--- src/rtl/round_arbiter.sv ---
// Round control for the tug-of-war game: ready light with random delay, first-push detection, one pulse per round.
// Optional LIGHT_TIMEOUT_EN: abandon a lit round after TIMEOUT cycles with a tied (no-score) pulse.
module round_arbiter #(
    parameter int          DELAY_W   = 4,
    parameter int          MIN_DELAY = 16,
    parameter int          HOLD_CYC  = 8,
    parameter logic [15:0] LFSR_SEED = 16'hACE1,
    parameter int          TIMEOUT   = 255
) (
    input  logic       clk,
    input  logic       rst,
    input  logic       pb_l,
    input  logic       pb_r,
    input  logic [7:0] score,
    output logic       leds_on,
    output logic       winrnd,
    output logic       right,
    output logic       tie,
    output logic       game_over
);

    localparam int DCNT_W = $clog2(MIN_DELAY + (1 << DELAY_W) + 1);
    localparam int HCNT_W = $clog2(HOLD_CYC + 1);
    localparam logic [7:0] WIN_L = 8'b11100000;
    localparam logic [7:0] WIN_R = 8'b00000111;

    typedef enum logic [2:0] {
        WAIT_REL = 3'd0,
        DARK     = 3'd1,
        LIGHT    = 3'd2,
        SCORE    = 3'd3,
        HOLD     = 3'd4,
        GAMEOVER = 3'd5
    } state_t;

    state_t              state, state_d;
    logic [2:0]          sync_l, sync_r;
    logic                push_l, push_r;
    logic [15:0]         lfsr;
    logic [DCNT_W-1:0]   dcnt;
    logic [HCNT_W-1:0]   hcnt;
    logic                lat_l, lat_r, jump;
    logic                timeout;

`ifdef LIGHT_TIMEOUT_EN
    localparam int TCNT_W = $clog2(TIMEOUT + 1);
    logic [TCNT_W-1:0]   tcnt;
`else
    localparam int unused_timeout = TIMEOUT;
`endif

    // Bit 0 and 1 are the synchronizer, bit 2 the edge-detect delay flop.
    always_ff @(posedge clk or posedge rst) begin
        if (rst) begin
            sync_l <= '0;
            sync_r <= '0;
            lfsr   <= LFSR_SEED;
        end else begin
            sync_l <= {sync_l[1:0], pb_l};
            sync_r <= {sync_r[1:0], pb_r};
            lfsr   <= {1'b0, lfsr[15:1]} ^ (lfsr[0] ? 16'hB400 : 16'h0000);
        end
    end

    assign push_l = sync_l[1] & ~sync_l[2];
    assign push_r = sync_r[1] & ~sync_r[2];

    always_ff @(posedge clk or posedge rst) begin
        if (rst) state <= WAIT_REL;
        else     state <= state_d;
    end

    always_comb begin
        state_d = state;
        timeout = 1'b0;
        case (state)
            WAIT_REL: if (!sync_l[1] && !sync_r[1]) state_d = DARK;
            // A push on the cycle the delay expires still counts as a jump.
            DARK: begin
                if (push_l || push_r)         state_d = SCORE;
                else if (dcnt <= DCNT_W'(1))  state_d = LIGHT;
            end
            LIGHT: begin
                if (push_l || push_r) begin
                    state_d = SCORE;
                end
`ifdef LIGHT_TIMEOUT_EN
                else if (tcnt <= TCNT_W'(1)) begin
                    state_d = SCORE;
                    timeout = 1'b1;
                end
`endif
            end
            SCORE: state_d = HOLD;
            HOLD: begin
                if (hcnt == '0) state_d = (score == WIN_L || score == WIN_R) ? GAMEOVER : WAIT_REL;
            end
            GAMEOVER: state_d = GAMEOVER;
            default:  state_d = WAIT_REL;
        endcase
    end

    always_ff @(posedge clk or posedge rst) begin
        if (rst) begin
            dcnt  <= '0;
            hcnt  <= '0;
            lat_l <= 1'b0;
            lat_r <= 1'b0;
            jump  <= 1'b0;
`ifdef LIGHT_TIMEOUT_EN
            tcnt  <= '0;
`endif
        end else begin
            case (state)
                WAIT_REL: dcnt <= DCNT_W'(MIN_DELAY) + DCNT_W'(lfsr[DELAY_W-1:0]);
                DARK: begin
                    dcnt <= dcnt - DCNT_W'(1);
`ifdef LIGHT_TIMEOUT_EN
                    tcnt <= TCNT_W'(TIMEOUT);
`endif
                end
`ifdef LIGHT_TIMEOUT_EN
                LIGHT: tcnt <= tcnt - TCNT_W'(1);
`endif
                SCORE: hcnt <= HCNT_W'(HOLD_CYC - 1);
                HOLD:  if (hcnt != '0) hcnt <= hcnt - HCNT_W'(1);
                default: ;
            endcase
            // A timed-out round is reported as a tie so the scorer leaves the score alone.
            if (state_d == SCORE) begin
                lat_l <= push_l | timeout;
                lat_r <= push_r | timeout;
                jump  <= (state == DARK);
            end
        end
    end

    always_comb begin
        leds_on   = 1'b0;
        winrnd    = 1'b0;
        right     = 1'b0;
        tie       = 1'b0;
        game_over = 1'b0;
        case (state)
            LIGHT: leds_on = 1'b1;
            SCORE: begin
                winrnd  = 1'b1;
                right   = lat_r & ~lat_l;
                tie     = lat_l & lat_r;
                leds_on = ~jump;
            end
            GAMEOVER: game_over = 1'b1;
            default: ;
        endcase
    end

endmodule

--- config.mk ---
export PLATFORM = sky130hd
export DESIGN_NAME = round_arbiter
export DESIGN_NICKNAME = d
export VERILOG_FILES = /design/src/rtl/round_arbiter.sv
export SDC_FILE = /design/constraint.sdc
export NUM_CORES = 1
export LEC_CHECK = 0
export ABC_AREA = 1
export BUFFER_PORTS_ARGS = -buffer_cell sky130_fd_sc_hd__buf_4
export CAP_MARGIN = 10
export CORE_AREA = 4 4 61 63
export DETAILED_ROUTE_END_ITERATION = 12
export DIE_AREA = 0 0 65 67
export HOLD_SLACK_MARGIN = 0.1
export PLACE_DENSITY = 0.72
export SYNTH_ARGS = -nofsm -noshare
export SYNTH_HDL_FRONTEND = slang
export SYNTH_SLANG_ARGS = --single-unit
export TNS_END_PERCENT = 5
--- constraint.sdc ---
create_clock -name clk -period 1.57 [get_ports clk]
set_clock_uncertainty 0.15 [all_clocks]
set_input_delay 0.2355 -clock clk [delete_from_list [all_inputs] [get_ports clk]]
set_output_delay 0.2355 -clock clk [all_outputs]
set_load 0.02 [all_outputs]
==> results.md <==
- Die width: 65 um
- Clk sinks: 38
- Hold Path Class: flop to flop
- Die height: 67 um
- Largest net degree at the start of global routing: 39
- Gr usage total: 17.60%
- Endpoints failing setup: 10
- R2R Setup Slk: -0.06 ns
- Register area: just under 1000 um^2
- Seq cells post-synth: 38
- Kind of cell adding the most delay to the critical path: flip-flops
- Crit-path max FO: 3
- Pwr dens: 748.0 nW/um^2
- Worst-path clk slew: 0.11 ns
- Core Rows: 21
- Antenna violations before repair: 0
- Worst-Skew Late Latency: between 0.3 and 0.4 ns
- RSZ-0062 raised after global routing: true
- Crit path largest cell delay: between 0.3 and 0.4 ns
- Sequential share of the synthesized area: between 60% and 70%
- Grt ovf: 0
- Multi-input logic area: ~610 um^2
- Status: complete, but fails checks
- DRC Markers: 0
- Post-Syn Area: 1589 um^2
- FMAX: ~0.60 GHz
- PortBufs: 16
- Yosys top cell by area: dfrtp_1
- Pre-Repair DR Iteration Count: 4
- Routed Antenna Nets: 0
- CORE AREA: 3232 um^2
- VDD IR max: 0.0006047 V
- Most common cell after layout, fill and taps aside: buf_4
- Most frequent cells in the layout: 37 x buf_4, 34 x nand2_1, 29 x dfrtp_1
- Worst-margin pin slew: 0.2913 ns
- Power, Total: 1623 uW
- Distinct cell type count after synthesis: 23
- Critical path type: flop to output pin
- Iteration-0 DRC Markers: 32
- First-pass GRT wire length: 5.768 mm
- Area growth, synth to finish: 36.54%
- Warnings, synthesis: 0
- Setup_tns: -0.5824 ns
- Initial cell density of the core: 49.17%
- Relative slew margins: between 80 and 90%
- H-Tree Depth: 2
- Num CTS Buffers: 5
- Synthesized area per cell: 9.347 um^2
- Hold Path Depth: 0
- Detailed-route wire length per cell: 12.81 um
- Post-layout nets: 235
- CP max stage cell: dfrtp_1
- R2R depth: 8
- Die area: between 4000 and 5000 um^2
- Failing checks: setup timing
- Number of cells on the critical path: 5
- Period utilization: 106.0%
- Fill count: 241
- Clock Path Buffers: 2
- Util after Layout: 67.13%
- CP most frequent cell: nand2_1
- Final Worst Setup Slack: -0.09461 ns
- Critical path required time: roughly 1.2 ns
- Vias/cell: 4.903
- CP cell instances: nand2_1 -> nor2_4 -> nand2_1 -> nor2_1 -> buf_4
- Worst Path Arrival: 1.28 ns
- Hold Vio Cnt, Final: 0
- DPL Wire Length: around 2.2 mm
- Synthesized net count: 185
- Vias in the first global route: 1358
- Largest cells by area after synthesis: dfrtp_1 47%, dfstp_2 13%, nand2_1 8.7%
- GPL Wtd Cong: 0.7877
- CTS tree: built
- Max Transition Viols Final: 0
- Worst setup SP type: flop
- DR vias: about 1300
- Leakage: 0.001149 uW
- Layout cell share with drive strength beyond 1: 38.46%
- Post-synth top area share: 47.24%
- Buf/Inv on CP: 1
- # Max-Cap Violations: 0
- Root buf cell: clkbuf_4
- Crit. End Element: output pin
- I/O pin count: 17
- ANT cells: 0
- Final min period: 1.665 ns
- Mapped Cells: 170
- Wirelength, routed: 3.421 mm
area by class of cell:
type | instances | share of cell area [%]
inverter | 30 | 5.306
timing repair buffer | 44 | 16.67
multi-input combinational | 101 | 27.91
clock inverter | 2 | 0.7497
clock buffer | 6 | 2.364
sequential | 38 | 44.35
tap | 46 | 2.653
metal layers:
metal	track usage (%)	wire, um	vias up
li1	-	-	636
met2	29.50	1677	52
met4	10.55	131	0
met5	0	0	-
met3	4.216	189	14
met1	20.39	1423	607
cells in the mapped netlist:
| cell | count |
|---|---|
| dfstp_2 | 8 |
| nand3_2 | 2 |
| ha_1 | 3 |
| inv_1 | 29 |
| a21boi_0 | 1 |
| inv_2 | 1 |
| a21o_1 | 2 |
| nor2_2 | 1 |
| nand4_1 | 1 |
| o211ai_1 | 3 |
| nor2_1 | 17 |
| o311ai_0 | 1 |
| o31ai_1 | 1 |
| nor3_1 | 2 |
| dfrtp_1 | 30 |
| a21oi_1 | 6 |
| buf_2 | 1 |
| xor2_1 | 4 |
| o21ai_0 | 4 |
| nand3_1 | 14 |
| nand2_1 | 37 |
| or2_0 | 1 |
| o21ai_1 | 1 |
repair_timing:
| action | in CTS | in global routing |
|---|---|---|
| hold endpoints to repair | 40 | 0 |
| setup endpoints to repair | 11 | 18 |
| gates resized for setup | 18 | 17 |
| setup buffers | 6 | 4 |
| hold buffers | 3 | 0 |
| pin swaps | 2 | 3 |
kinds of logic (layout without fill, tap and decap cells):
family / count (synthesis) / in the layout / synth area share, %
XOR/XNOR: 4 / 4 / 2.204
flip-flops: 38 / 38 / 60.47
AO/OA/AOI/OAI: 19 / 19 / 7.323
adder cells (fa/ha/maj): 3 / 3 / 2.362
AND/OR/NAND/NOR: 75 / 75 / 20.24
buffers and inverters: 31 / 82 / 7.401
state kept, by name, summed over array words and instances (netlist names):
| signal | cells |
|---|---|
| lat_l | 1 |
| lat_r | 1 |
| sync_l | 3 |
| state | 3 |
| dcnt | 6 |
| sync_r | 3 |
| lfsr | 16 |
| hcnt | 4 |
| jump | 1 |
worst paths after layout:
check,from,end
setup reg to reg,state[1],hcnt[2]
hold reg to reg,sync_r[0],sync_r[1]
min in group asynchronous,rst,hcnt[0]
hold / removal,sync_r[0],sync_r[1]
setup / recovery,state[0],right
max in group asynchronous,rst,lfsr[6]
through the flow:
step	setup slack, ns	cells	hold slack [ns]	cell area, um^2
after floorplan	-0.01321	170	0.1169	1594
after global placement	-0.07204	246	0.1532	1892
after detailed placement	-0.1969	246	0.1703	1892
after CTS	-0.09225	263	0.2122	2087
after global routing	-0.1496	267	0.2216	2170
final	-0.09461	267	0.2099	2170
power breakdown:
| part | switching (uW) | total [uW] | internal, uW |
|---|---|---|---|
| combinational | 39.0 | 73.0 | 34.1 |
| sequential | 3.48 | 991 | 987 |
| clock | 336 | 559 | 223 |
| total | 378 | 1620 | 1240 |
Power figures use the tool's default switching activity.
